===== src/rtl/marquee_scroller.sv =====
// marquee_scroller: scrolls a writable glyph buffer across a multiplexed active-low 7-segment display.
// Optional MARQUEE_BOUNCE_EN selects ping-pong scrolling instead of circular wrap.
`default_nettype none

module marquee_scroller #(
  parameter int NUM_DIGITS  = 4,
  parameter int MSG_LEN     = 8,
  parameter int SCROLL_DIV  = 10000000,
  parameter int REFRESH_DIV = 200000,
  localparam int PTR_W      = $clog2(MSG_LEN)
) (
  input  logic                  clk,
  input  logic                  rst_n,
  input  logic                  dir_toggle,
  input  logic                  pause,
  input  logic                  wr_en,
  input  logic [PTR_W-1:0]      wr_addr,
  input  logic [6:0]            wr_data,
  output logic [6:0]            seg,
  output logic                  dp,
  output logic [NUM_DIGITS-1:0] an,
  output logic                  step
);

  localparam int SC_W  = $clog2(SCROLL_DIV);
  localparam int RF_W  = $clog2(REFRESH_DIV);
  localparam int SEL_W = $clog2(NUM_DIGITS);

  localparam logic       DIR_LEFT  = 1'b0;
  localparam logic       DIR_RIGHT = 1'b1;
  localparam logic [6:0] BLANK     = 7'h7F;

  logic [6:0]            msg_q [MSG_LEN];
  logic [6:0]            msg_d [MSG_LEN];
  logic [PTR_W-1:0]      head_q, head_d;
  logic                  dir_q, dir_d;
  logic [SC_W-1:0]       scroll_cnt_q, scroll_cnt_d;
  logic [RF_W-1:0]       ref_cnt_q, ref_cnt_d;
  logic [SEL_W-1:0]      sel_q, sel_d;
  logic [6:0]            seg_q, seg_d;
  logic [NUM_DIGITS-1:0] an_q, an_d;

  logic                  wr_ok;
  logic                  scroll_tick;
  logic                  ref_tick;
  logic [PTR_W-1:0]      head_inc, head_dec;
  logic [PTR_W:0]        idx_sum;
  logic [PTR_W-1:0]      glyph_idx;
  logic [6:0]            glyph;
  logic [NUM_DIGITS-1:0] an_slot;

  // Message buffer write port
  assign wr_ok = wr_en && ({1'b0, wr_addr} < (PTR_W+1)'(MSG_LEN));

  always_comb begin
    for (int i = 0; i < MSG_LEN; i++) begin
      msg_d[i] = msg_q[i];
      if (wr_ok && (wr_addr == PTR_W'(i))) msg_d[i] = wr_data;
    end
  end

  // Scroll timing and head/direction update
  always_comb begin
    scroll_tick  = !pause && (scroll_cnt_q == SC_W'(SCROLL_DIV - 1));
    scroll_cnt_d = scroll_cnt_q;
    if (!pause) scroll_cnt_d = scroll_tick ? '0 : scroll_cnt_q + 1'b1;

    head_inc = (head_q == PTR_W'(MSG_LEN - 1)) ? '0 : head_q + 1'b1;
    head_dec = (head_q == '0) ? PTR_W'(MSG_LEN - 1) : head_q - 1'b1;

    head_d = head_q;
    dir_d  = dir_q ^ dir_toggle;
    if (scroll_tick) begin
`ifdef MARQUEE_BOUNCE_EN
      // Bounce assignments override dir_d, so a coincident toggle is dropped.
      if (dir_q == DIR_LEFT && head_q == PTR_W'(MSG_LEN - NUM_DIGITS)) begin
        head_d = head_dec;
        dir_d  = DIR_RIGHT;
      end else if (dir_q == DIR_RIGHT && head_q == '0) begin
        head_d = PTR_W'(1);
        dir_d  = DIR_LEFT;
      end else begin
        head_d = (dir_q == DIR_RIGHT) ? head_dec : head_inc;
      end
`else
      head_d = (dir_q == DIR_RIGHT) ? head_dec : head_inc;
`endif
    end
  end

  // Glyph for the slot being refreshed: buf[(head + sel) mod MSG_LEN]
  always_comb begin
    idx_sum   = {1'b0, head_q} + (PTR_W+1)'(sel_q);
    glyph_idx = (idx_sum >= (PTR_W+1)'(MSG_LEN))
              ? PTR_W'(idx_sum - (PTR_W+1)'(MSG_LEN))
              : idx_sum[PTR_W-1:0];
    glyph     = msg_q[glyph_idx];
  end

  for (genvar gi = 0; gi < NUM_DIGITS; gi++) begin : g_an
    assign an_slot[gi] = (sel_q != SEL_W'(NUM_DIGITS - 1 - gi));
  end

  // sel_q names the slot loaded on the next refresh tick, so the first scan starts at the leftmost digit.
  always_comb begin
    ref_tick  = (ref_cnt_q == RF_W'(REFRESH_DIV - 1));
    ref_cnt_d = ref_tick ? '0 : ref_cnt_q + 1'b1;
    sel_d     = sel_q;
    seg_d     = seg_q;
    an_d      = an_q;
    if (ref_tick) begin
      sel_d = (sel_q == SEL_W'(NUM_DIGITS - 1)) ? '0 : sel_q + 1'b1;
      seg_d = glyph;
      an_d  = an_slot;
    end
  end

  always_ff @(posedge clk or negedge rst_n) begin
    if (!rst_n) begin
      for (int i = 0; i < MSG_LEN; i++) msg_q[i] <= BLANK;
      head_q       <= '0;
      dir_q        <= DIR_LEFT;
      scroll_cnt_q <= '0;
      ref_cnt_q    <= '0;
      sel_q        <= '0;
      seg_q        <= BLANK;
      an_q         <= '1;
    end else begin
      for (int i = 0; i < MSG_LEN; i++) msg_q[i] <= msg_d[i];
      head_q       <= head_d;
      dir_q        <= dir_d;
      scroll_cnt_q <= scroll_cnt_d;
      ref_cnt_q    <= ref_cnt_d;
      sel_q        <= sel_d;
      seg_q        <= seg_d;
      an_q         <= an_d;
    end
  end

  assign seg  = seg_q;
  assign an   = an_q;
  assign dp   = 1'b1;
  assign step = scroll_tick;

endmodule

`default_nettype wire


===== config.mk =====
export PLATFORM = sky130hd
export DESIGN_NAME = marquee_scroller
export DESIGN_NICKNAME = d
export VERILOG_FILES = /design/src/rtl/marquee_scroller.sv
export SDC_FILE = /design/constraint.sdc
export NUM_CORES = 1
export LEC_CHECK = 0
export ABC_CLOCK_PERIOD_IN_PS = 2500
export CORE_MARGIN = 2
export CORE_UTILIZATION = 55
export DETAILED_ROUTE_END_ITERATION = 7
export HOLD_SLACK_MARGIN = 0.12
export PLACE_DENSITY_LB_ADDON = 0.25
export SKIP_LAST_GASP = 1
export SLEW_MARGIN = 20
export SYNTH_ARGS = -nofsm -noshare
export SYNTH_HDL_FRONTEND = slang
export SYNTH_SLANG_ARGS = --single-unit
export TNS_END_PERCENT = 20

===== constraint.sdc =====
create_clock -name clk -period 2.5 [get_ports clk]
set_input_delay 0.5 -clock clk [delete_from_list [all_inputs] [get_ports clk]]
set_output_delay 0.5 -clock clk [all_outputs]
set_load 0.01 [all_outputs]

==> flow_summary_export.csv <==
group,metric,value,unit
clocking,cts_buffers,17,
logic_synthesis,synth_cells,422,
grt,antenna_found_initial,0,
die,die_w,103,µm
logic_synthesis,yosysWarnings,0,
cells_and_area,final_core_util,0.690,
cells_and_area,drive_gt1_frac,0.429,
place,portBuffers,26,
setup_path,slowest_delay,500,ps
logic_synthesis,synth.area.top_cells,"dfstp_2 (32%), dfrtp_1 (22%), mux2_2 (12%)",
setup_path,cp-end-kind,"primary output",
place,dp_hpwl,6.69,mm
logic_synthesis,yosys.area_share.simple,0.136,
logic_synthesis,synth_top_cell_by_area,"dfstp_2",
timing,fmax,0.412,GHz
outcome,status,"finished, final reports clean",
pwr,p_leak,0.00282,µW
logic_synthesis,synth_edf_count,0,
logic_synthesis,avgSynthCellArea,12.9,µm²
logic_synthesis,post-synth-top-area-fraction,0.324,
cells_and_area,n_antenna_cell,0,
routing,drt_iter0_markers,145,
clocking,clock_latency,530,ps
die,die_h,103,µm
grt,grt.total_usage,0.215,
setup_path,worstPathBufferInverterCount,1,
setup_path,crit_arrival,1930,ps
setup_path,crit_slowest_cell,"or4_4",
routing,vias_per_cell,5.48,
timing,slew_viol_final,0,
pwr,ir_worst_vdd,0.591,mV
routing,wl,10.4,mm
timing,min_period,2430,ps
logic_synthesis,ys_seq_area_frac,0.544,
timing,min_period_over_period,0.972,
setup_path,path_cells,"nand2_2 > or4_4 > nor4_4 > buf_2",
logic_synthesis,synthAdderAreaFrac,0.0290,
logic_synthesis,synth_area,5440,µm²
logic_synthesis,synth_xor_area_frac,0.0612,
clocking,cts_tree,"yes",
logic_synthesis,ys.flop_type,"dfstp_2",
grt,grt_pass1_vias,3498,
cells_and_area,layout.nets,510,
setup_path,cp-start-kind,"flop",
timing,fin_tns_setup,0,ps
logic_synthesis,synth_seq_cells,115,
die,initial_core_util,0.562,
grt,grt-ovfl-total,0,
setup_path,cp_max_fo,3,
setup_path,criticalPathCategory,"flop to primary output",
routing,ant_nets,0,
setup_path,rrSetupSlack,380,ps
min_path,holdCritPathClass,"input port to async pin",
timing,setup_viol,0,
die,num_rows,36,
cells_and_area,stdcell_count,629,
die,die_area,10700,µm²
logic_synthesis,syn_nets,449,
grt,grt_max_degree,56,
timing,rsz0062_at_grt,"true",
routing,drc_errors,0,
job,cap_violations,0,
pwr,cellPowerDensity,805,nW/µm²
place,gp_congestion,0.813,
logic_synthesis,synth_compound_area_frac,0.0251,
logic_synthesis,synthMuxAreaShare,0.187,
clocking,clk_pin_slew,50,ps
clocking,cts_buffer_depth,2,
logic_synthesis,ys_types,46,
die,core-area,9680,µm²
routing,vias,3450,
clocking,clock-sinks,115,
cells_and_area,area_delta_synth_final,22.8,%
logic_synthesis,synth_top_family_by_area,"multiplexers",
cells_and_area,seqCellArea,2960,µm²
clocking,root_buffer,"clkbuf_8",
die,io_pins,28,
clocking,h-tree-depth,4,
grt,grt_pass1_wl,17.0,mm
setup_path,crit_family,"simple AND/OR/NAND/NOR gates",
logic_synthesis,synth-async-reset-ratio,1.00,
routing,post_drt_wl_per_cell,16.5,µm
place,placedCellCount,593,
timing,hold_viol_final,0,
cells_and_area,fillers,686,
setup_path,critPathRequiredTime,2000,ps
routing,firstDrtPassIters,4,
cells_and_area,multiInputGateArea,2400,µm²
timing,clock_skew,8.94,ps
-- synth_stat cells, types with 11 or more instances --
cell,count
dfstp_2,67
mux2_2,56
dfrtp_1,48
nor2_1,32
nand2_1,24
nand3_1,20
xor2_1,20
xnor2_1,18
mux4_2,14
a21oi_1,11
ha_1,11
-- layout make-up --
class	instances	area share
Clock inverter	5	0.00806
Timing Repair Buffer	57	0.0749
Multi-Input combinational cell	285	0.360
Tap cell	133	0.0249
Inverter	7	0.00393
Sequential cell	115	0.443
Clock buffer	27	0.0849
-- through the flow --
step	setup WS (ps)	power [µW]	cell area, µm²	hold WS (ps)
3_3_place_gp	-172	2910	6010	453
6_report	70.2	5380	6680	482
2_1_floorplan	392	2770	5440	204
4_1_cts	42.0	5420	6640	478
5_1_grt	-30.8	5590	6680	492
3_5_place_dp	-179	2950	6010	470
-- worst paths after layout --
| check | endpoint | from | cells past startpoint |
|---|---|---|---|
| setup / recovery | step | scroll_cnt_q[20] | 4 |
| hold / removal | scroll_cnt_q[10] | rst_n | 2 |
| setup reg to reg | seg[2] | sel_q[0] | 7 |
| hold reg to reg | an[2] | an[2] | 2 |
| max in group asynchronous | msg_q[10] | rst_n | 3 |
| min in group clk | an[2] | an[2] | 2 |
-- layout by cell type, fill, tap and decap left out, types with 10 or more instances in the layout --
master | synthesis | layout
nor2_1 | 32 | 32
dfrtp_1 | 48 | 48
mux4_2 | 14 | 14
dfstp_2 | 67 | 67
nand4_1 | 10 | 10
o21ai_0 | 10 | 10
nand2_1 | 24 | 23
xnor2_1 | 18 | 18
a21oi_1 | 11 | 11
xor2_1 | 20 | 20
mux2_2 | 56 | 56
clkbuf_16 | 0 | 20
clkdlybuf4s50_1 | 0 | 24
nand3_1 | 20 | 20
buf_4 | 1 | 30
ha_1 | 11 | 11
-- power by group --
group | total, µW | leakage (µW) | switching [µW] | internal [µW]
Clock | 2450 | 0.000305 | 818 | 1630
Sequential | 2400 | 0.00134 | 147 | 2260
Combinational | 524 | 0.00118 | 197 | 327
-- per-layer routing --
layer	vias up	part of all wire	global-route usage
li1	1628	-	-
met3	12	0.031	0.0679
met2	56	0.50	0.342
met5	-	0	0
met1	1754	0.46	0.276
met4	0	0.012	0.0840
-- timing repair --
item | CTS | global route
cloned | 0 | 0
endpoints found under the setup margin | 1 | 1
hold buffers | 1 | 0
endpoints found under the hold margin | 17 | 0
buffers inserted | 0 | 3
resized for setup | 5 | 3
pin swaps | 0 | 3
-- logic make-up (layout without fill, tap and decap cells) --
group           Yosys count  in the layout
buf+inv                  22             96
compound gates           26             26
other cells               1              1
fa+ha+maj                12             12
mux                      77             77
simple gates            131            131
flops                   115            115
xor+xnor                 38             38
-- flip-flops by register name, summed over array words and instances (netlist names) --
name	count
msg_q	56
seg	7
dir_q	1
head_q	3
sel_q	2
scroll_cnt_q	24
an	4
ref_cnt_q	18
No activity file was read; power rests on OpenSTA's default activity.
